==> config.mk <==
export PLATFORM = sky130hd
export DESIGN_NAME = vga_timing_gen
export DESIGN_NICKNAME = d
export VERILOG_FILES = /design/src/rtl/vga_pkg.sv /design/src/rtl/vga_axis_counter.sv /design/src/rtl/vga_timing_gen.sv
export SDC_FILE = /design/constraint.sdc
export NUM_CORES = 1
export LEC_CHECK = 0
export BUFFER_PORTS_ARGS = -buffer_cell sky130_fd_sc_hd__buf_4
export CAP_MARGIN = 40
export CORE_AREA = 5 5 64 66
export CTS_BUF_LIST = sky130_fd_sc_hd__clkbuf_4 sky130_fd_sc_hd__clkbuf_8 sky130_fd_sc_hd__clkbuf_16
export DETAILED_ROUTE_END_ITERATION = 8
export DIE_AREA = 0 0 69 71
export HOLD_SLACK_MARGIN = 0.05
export PLACE_DENSITY = 0.83
export SYNTH_ARGS = -nofsm -noshare
export SYNTH_HDL_FRONTEND = slang
export SYNTH_SLANG_ARGS = --single-unit
export TNS_END_PERCENT = 30
==> constraint.sdc <==
create_clock -name clk_in -period 3.6 [get_ports clk_in]
set_input_delay 0.72 -clock clk_in [delete_from_list [all_inputs] [get_ports clk_in]]
set_output_delay 0.72 -clock clk_in [all_outputs]
set_load 0.02 [all_outputs]
==> src/rtl/vga_pkg.sv <==
// Shared types and default 640x480@60 timing constants for the VGA raster generator.
package vga_pkg;

   localparam int COORD_W = 10;

   localparam int DEF_CLK_DIV  = 2;
   localparam int DEF_H_ACTIVE = 640;
   localparam int DEF_H_FRONT  = 16;
   localparam int DEF_H_SYNC   = 96;
   localparam int DEF_H_BACK   = 48;
   localparam int DEF_V_ACTIVE = 480;
   localparam int DEF_V_FRONT  = 10;
   localparam int DEF_V_SYNC   = 2;
   localparam int DEF_V_BACK   = 33;

   typedef enum logic [1:0] {
      PH_ACTIVE,
      PH_FRONT,
      PH_SYNC,
      PH_BACK
   } vga_phase_t;

endpackage

==> src/rtl/vga_axis_counter.sv <==
// One raster axis: position counter plus ACTIVE/FRONT/SYNC/BACK phase machine.
// Phase, sync and active are all decided from the count being loaded, so they line up with it.
module vga_axis_counter
   import vga_pkg::*;
#(
   parameter int ACTIVE = 640,
   parameter int FRONT  = 16,
   parameter int SYNC   = 96,
   parameter int BACK   = 48
) (
   input  logic               clk_in,
   input  logic               reset_in,
   input  logic               step,
   output logic [COORD_W-1:0] count,
   output vga_phase_t         phase,
   output logic               wrap,
   output logic               sync_n,
   output logic               active
);

   localparam int TOTAL = ACTIVE + FRONT + SYNC + BACK;
   localparam logic [COORD_W-1:0] LAST        = COORD_W'(TOTAL - 1);
   localparam logic [COORD_W-1:0] FRONT_START = COORD_W'(ACTIVE);
   localparam logic [COORD_W-1:0] SYNC_START  = COORD_W'(ACTIVE + FRONT);
   localparam logic [COORD_W-1:0] BACK_START  = COORD_W'(ACTIVE + FRONT + SYNC);
   localparam logic [COORD_W-1:0] ONE         = COORD_W'(1);

   logic [COORD_W-1:0] count_q, count_d;
   vga_phase_t         phase_q, phase_d;
   logic               sync_n_q, sync_n_d;
   logic               active_q, active_d;
   logic               wrap_c;

   always_ff @(posedge clk_in) begin
      if (reset_in) begin
         count_q  <= '0;
         phase_q  <= PH_ACTIVE;
         sync_n_q <= 1'b1;
         active_q <= 1'b1;
      end else begin
         count_q  <= count_d;
         phase_q  <= phase_d;
         sync_n_q <= sync_n_d;
         active_q <= active_d;
      end
   end

   always_comb begin
      count_d = count_q;
      phase_d = phase_q;
      wrap_c  = step && (count_q == LAST);
      if (step) begin
         count_d = wrap_c ? '0 : count_q + ONE;
      end
      case (phase_q)
         PH_ACTIVE: if (step && count_d == FRONT_START) phase_d = PH_FRONT;
         PH_FRONT:  if (step && count_d == SYNC_START)  phase_d = PH_SYNC;
         PH_SYNC:   if (step && count_d == BACK_START)  phase_d = PH_BACK;
         PH_BACK:   if (wrap_c)                         phase_d = PH_ACTIVE;
         default:   phase_d = PH_ACTIVE;
      endcase
      sync_n_d = (phase_d != PH_SYNC);
      active_d = (phase_d == PH_ACTIVE);
   end

   assign count  = count_q;
   assign phase  = phase_q;
   assign wrap   = wrap_c;
   assign sync_n = sync_n_q;
   assign active = active_q;

endmodule

==> src/rtl/vga_timing_gen.sv <==
// VGA raster/sync generator: pixel-rate divider, two axis counters, frame_start pulse.
// Define VGA_FRAME_COUNT_EN to add the 8-bit frame_count output.
module vga_timing_gen
   import vga_pkg::*;
#(
   parameter int CLK_DIV  = DEF_CLK_DIV,
   parameter int H_ACTIVE = DEF_H_ACTIVE,
   parameter int H_FRONT  = DEF_H_FRONT,
   parameter int H_SYNC   = DEF_H_SYNC,
   parameter int H_BACK   = DEF_H_BACK,
   parameter int V_ACTIVE = DEF_V_ACTIVE,
   parameter int V_FRONT  = DEF_V_FRONT,
   parameter int V_SYNC   = DEF_V_SYNC,
   parameter int V_BACK   = DEF_V_BACK
) (
   input  logic               clk_in,
   input  logic               reset_in,
   output logic               pixel_tick,
   output logic [COORD_W-1:0] horizontal,
   output logic [COORD_W-1:0] vertical,
   output logic               hsync_n,
   output logic               vsync_n,
   output logic               video_on,
`ifdef VGA_FRAME_COUNT_EN
   output logic [7:0]         frame_count,
`endif
   output logic               frame_start
);

   localparam int DIV_W = (CLK_DIV > 1) ? $clog2(CLK_DIV) : 1;
   localparam logic [DIV_W-1:0] DIV_LAST = DIV_W'(CLK_DIV - 1);
   localparam logic [DIV_W-1:0] DIV_ONE  = DIV_W'(1);

   logic [DIV_W-1:0] div_q, div_d;
   logic             tick_q, tick_d;
   logic             frame_start_q, frame_start_d;

   logic       h_wrap, v_wrap, h_sync_n, v_sync_n, h_active, v_active;
   vga_phase_t h_phase, v_phase;

   // Tick is registered from the old count, so it first rises CLK_DIV cycles after reset.
   always_comb begin
      div_d  = (div_q == DIV_LAST) ? '0 : div_q + DIV_ONE;
      tick_d = (div_q == DIV_LAST);
   end

   always_ff @(posedge clk_in) begin
      if (reset_in) begin
         div_q         <= '0;
         tick_q        <= 1'b0;
         frame_start_q <= 1'b0;
      end else begin
         div_q         <= div_d;
         tick_q        <= tick_d;
         frame_start_q <= frame_start_d;
      end
   end

   vga_axis_counter #(
      .ACTIVE (H_ACTIVE),
      .FRONT  (H_FRONT),
      .SYNC   (H_SYNC),
      .BACK   (H_BACK)
   ) u_h_axis (
      .clk_in   (clk_in),
      .reset_in (reset_in),
      .step     (tick_q),
      .count    (horizontal),
      .phase    (h_phase),
      .wrap     (h_wrap),
      .sync_n   (h_sync_n),
      .active   (h_active)
   );

   vga_axis_counter #(
      .ACTIVE (V_ACTIVE),
      .FRONT  (V_FRONT),
      .SYNC   (V_SYNC),
      .BACK   (V_BACK)
   ) u_v_axis (
      .clk_in   (clk_in),
      .reset_in (reset_in),
      .step     (tick_q & h_wrap),
      .count    (vertical),
      .phase    (v_phase),
      .wrap     (v_wrap),
      .sync_n   (v_sync_n),
      .active   (v_active)
   );

   // A vertical wrap only happens on the last pixel of the last line, both axes in BACK.
   assign frame_start_d = v_wrap && (h_phase == PH_BACK) && (v_phase == PH_BACK);

`ifdef VGA_FRAME_COUNT_EN
   logic [7:0] frame_count_q;

   always_ff @(posedge clk_in) begin
      if (reset_in) begin
         frame_count_q <= '0;
      end else if (frame_start_d) begin
         frame_count_q <= frame_count_q + 8'd1;
      end
   end

   assign frame_count = frame_count_q;
`endif

   assign pixel_tick  = tick_q;
   assign hsync_n     = h_sync_n;
   assign vsync_n     = v_sync_n;
   assign video_on    = h_active & v_active;
   assign frame_start = frame_start_q;

endmodule

==> results.ini <==
[synthesis]
muxShareOfSynthArea_pct = 0.556
yosys_warnings = 0
avgSynthCellArea_um2 = 8.42
syn_inst = 214
synth-main-ff-cell = dfxtp_1
synth_top_family_by_area = simple AND/OR/NAND/NOR gates
synth-simple-area-share_pct = 35.7
syn-cell-area_um2 = 1800
synthAdderAreaFrac_pct = 2.08
synthXorXnorAreaFrac_pct = 7.29
synth-seq-area-share_pct = 34.4
synth_compound_area_share_pct = 15.8
synthDistinctLibCells = 55
synthArstFlopShare_pct = 0
synthesis.nets = 219
synth_edf_count = 0
ys_ff_latch = 31

[sta]
setup_viol = 0
worst_slack_ps = 929
fin_skew_ps = 15.9
tightest_slew_ps = 596
finalSetupTns_ps = 0
hold_viol_final = 0
maxSlewViolCount = 0
finalCriticalPeriod_ps = 2670
rsz0062_at_grt = no
post-route-period-util_pct = 74.2
max_freq_mhz = 374
maxSlewHeadroom_pct = 60.0

[layout]
register_area_um2 = 621
final_cell_mix = dfxtp_1 (31), buf_4 (26), nor2_1 (23)
fin_nets = 242
multi_input_area_um2 = 1110
diodes = 0
area_delta_synth_final_pct = 16.3
drive_gt1_share_pct = 18.1
final_common_cell = dfxtp_1
fillers = 342

[worst_hold_path]
min_path_type = reg -> reg
holdPathStages = 1

[grt]
globalRouteOverflowTotal = 0
first_global_vias = 1556
grt_pass1_wl_um = 7080
grt_max_degree = 18
antenna_found_initial = 0
grt_usage_pct = 17.6

[drt]
viasPerCell = 5.81
vias = 1663
ant_nets = 0
route.detailed.drc = 0
wirelength_um = 4200
dr.pass1.iters = 4
drt_iter0_markers = 93
wl_per_cell_um = 14.7

[clock_network]
hold_buffers = 0
cts_tree = built
htree_num_levels = 2
root_buffer = clkbuf_4
cts_buffers = 5
cts.clk_slew.worst_paths_ps = 90
clock_path_buffers = 2
postCtsResizedCells = 0
cts_setup_buffers = 0
clkSinkCount = 31
clk_latency_ps = 350

[power]
ir_worst_vdd_v = 0.000185
p_leak_nw = 0.826
p_per_area_nw_per_um2 = 311

[setup_path]
worstPathArrival_ps = 2880
required_ps = 3810
crit_slowest_cell = dfxtp_1
start_kind = flop
max_stage_delay_ps = 450
path_class = reg -> reg
path_cells = ha_1, and4_1, nand4_1, or3_1, a22o_1, nor4_1, o211ai_1
critPathCaptureType = flop
rr_worst_depth = 7
crit_fanout = 9

[die]
die_x_um = 69
dieArea_um2 = 4900
fp.dieH_um = 71
ios = 27
start_util_pct = 51.1
design.core.area_um2 = 3520
rows = 22

[flow_run]
cap_violations = 0

[placement]
preCtsSetupSlack_ps = 956
routabilityCongestion = 0.884
numPortBuffers = 26
dp_hpwl_um = 3020

[status]
outcome = completed

## worst max-delay path, delay by kind of cell, from the launching register on
family	cells	cell delay [ps]
DFF	1	450
and+or+nand+nor	4	1440
AOI/OAI and AO/OA	2	390
adders and majority gates	1	270
## kinds of logic after synthesis
logic type               after synthesis
XOR/XNOR                              15
adder cells (fa/ha/maj)                3
AND/OR/NAND/NOR                      107
AO/OA/AOI/OAI                         40
buffers and inverters                 17
flip-flops                            31
multiplexers                           1
## metrics by stage
step,hold WS (ps),cells,util [%],total power [mW],instance area [um^2]
2_1_floorplan,385,214,-,0.367,1800
3_3_place_gp,392,278,57.0,0.372,2010
3_5_place_dp,395,278,57.0,0.372,2010
4_1_cts,410,286,59.4,0.656,2090
5_1_grt,430,286,59.4,0.676,2090
6_report,410,286,59.4,0.652,2090
## final cells by class
type	instances	area share, %
Inverter	7	1.25
Timing Repair Buffer	26	9.32
Multi-Input combinational cell	166	52.8
Tap cell	48	2.87
Clock buffer	6	2.45
Clock inverter	2	1.67
Sequential cell	31	29.6
## worst paths after layout
kind / startpoint / end / slack, ps
setup / recovery: u_h_axis.count[0] / u_v_axis.sync_n / 930
hold / removal: div_q / div_q / 410
setup reg to reg: u_h_axis.count[0] / u_v_axis.sync_n / 930
hold reg to reg: div_q / div_q / 410
## where the power goes
part / total, mW / switching, mW / internal [mW]
registers: 0.349 / 0.00356 / 0.345
clock network: 0.287 / 0.123 / 0.164
logic: 0.0160 / 0.0104 / 0.00567
total: 0.652 / 0.137 / 0.515
## metal layers
metal  wire length (um)  vias up  global-route usage [%]
li1                   -      841                       -
met2               1940       46                    28.6
met1               1970      770                    21.9
met4                 55        0                    6.29
met3                225        6                    5.68
met5                  0        -                       0
## Yosys cell counts, types with 2 or more instances
library cell | number | area (um^2)
dfxtp_1 | 31 | 621
nor2_1 | 23 | 86.3
nand3_1 | 12 | 60.1
nand2_1 | 11 | 41.3
a21oi_1 | 9 | 45.0
nand4_1 | 8 | 50.1
xnor2_1 | 8 | 70.1
inv_1 | 7 | 26.3
nor3_1 | 7 | 35.0
xor2_1 | 7 | 61.3
clkbuf_1 | 6 | 22.5
and3_1 | 5 | 31.3
nand2b_1 | 5 | 31.3
nor4_1 | 5 | 31.3
o21ai_0 | 5 | 25.0
a21o_1 | 4 | 30.0
and4_1 | 4 | 35.0
nor2b_1 | 4 | 25.0
or3_1 | 4 | 25.0
and2_1 | 3 | 18.8
buf_2 | 3 | 15.0
ha_1 | 3 | 37.5
a211oi_1 | 2 | 15.0
a22o_1 | 2 | 17.5
nand3b_1 | 2 | 15.0
nand4b_1 | 2 | 17.5
nor4_4 | 2 | 42.5
o2111ai_1 | 2 | 17.5
o211ai_1 | 2 | 15.0
## sequential cells by signal, summed over array words and instances (netlist names)
name and flops:
u_h_axis.active 1, frame_start 1, div_q 1, u_h_axis.count 10, u_h_axis.phase 2, pixel_tick 1
u_v_axis.active 1, u_h_axis.sync_n 1, u_v_axis.count 10, u_v_axis.sync_n 1, u_v_axis.phase 2
Note: power is estimated with default switching activity, not from simulation.
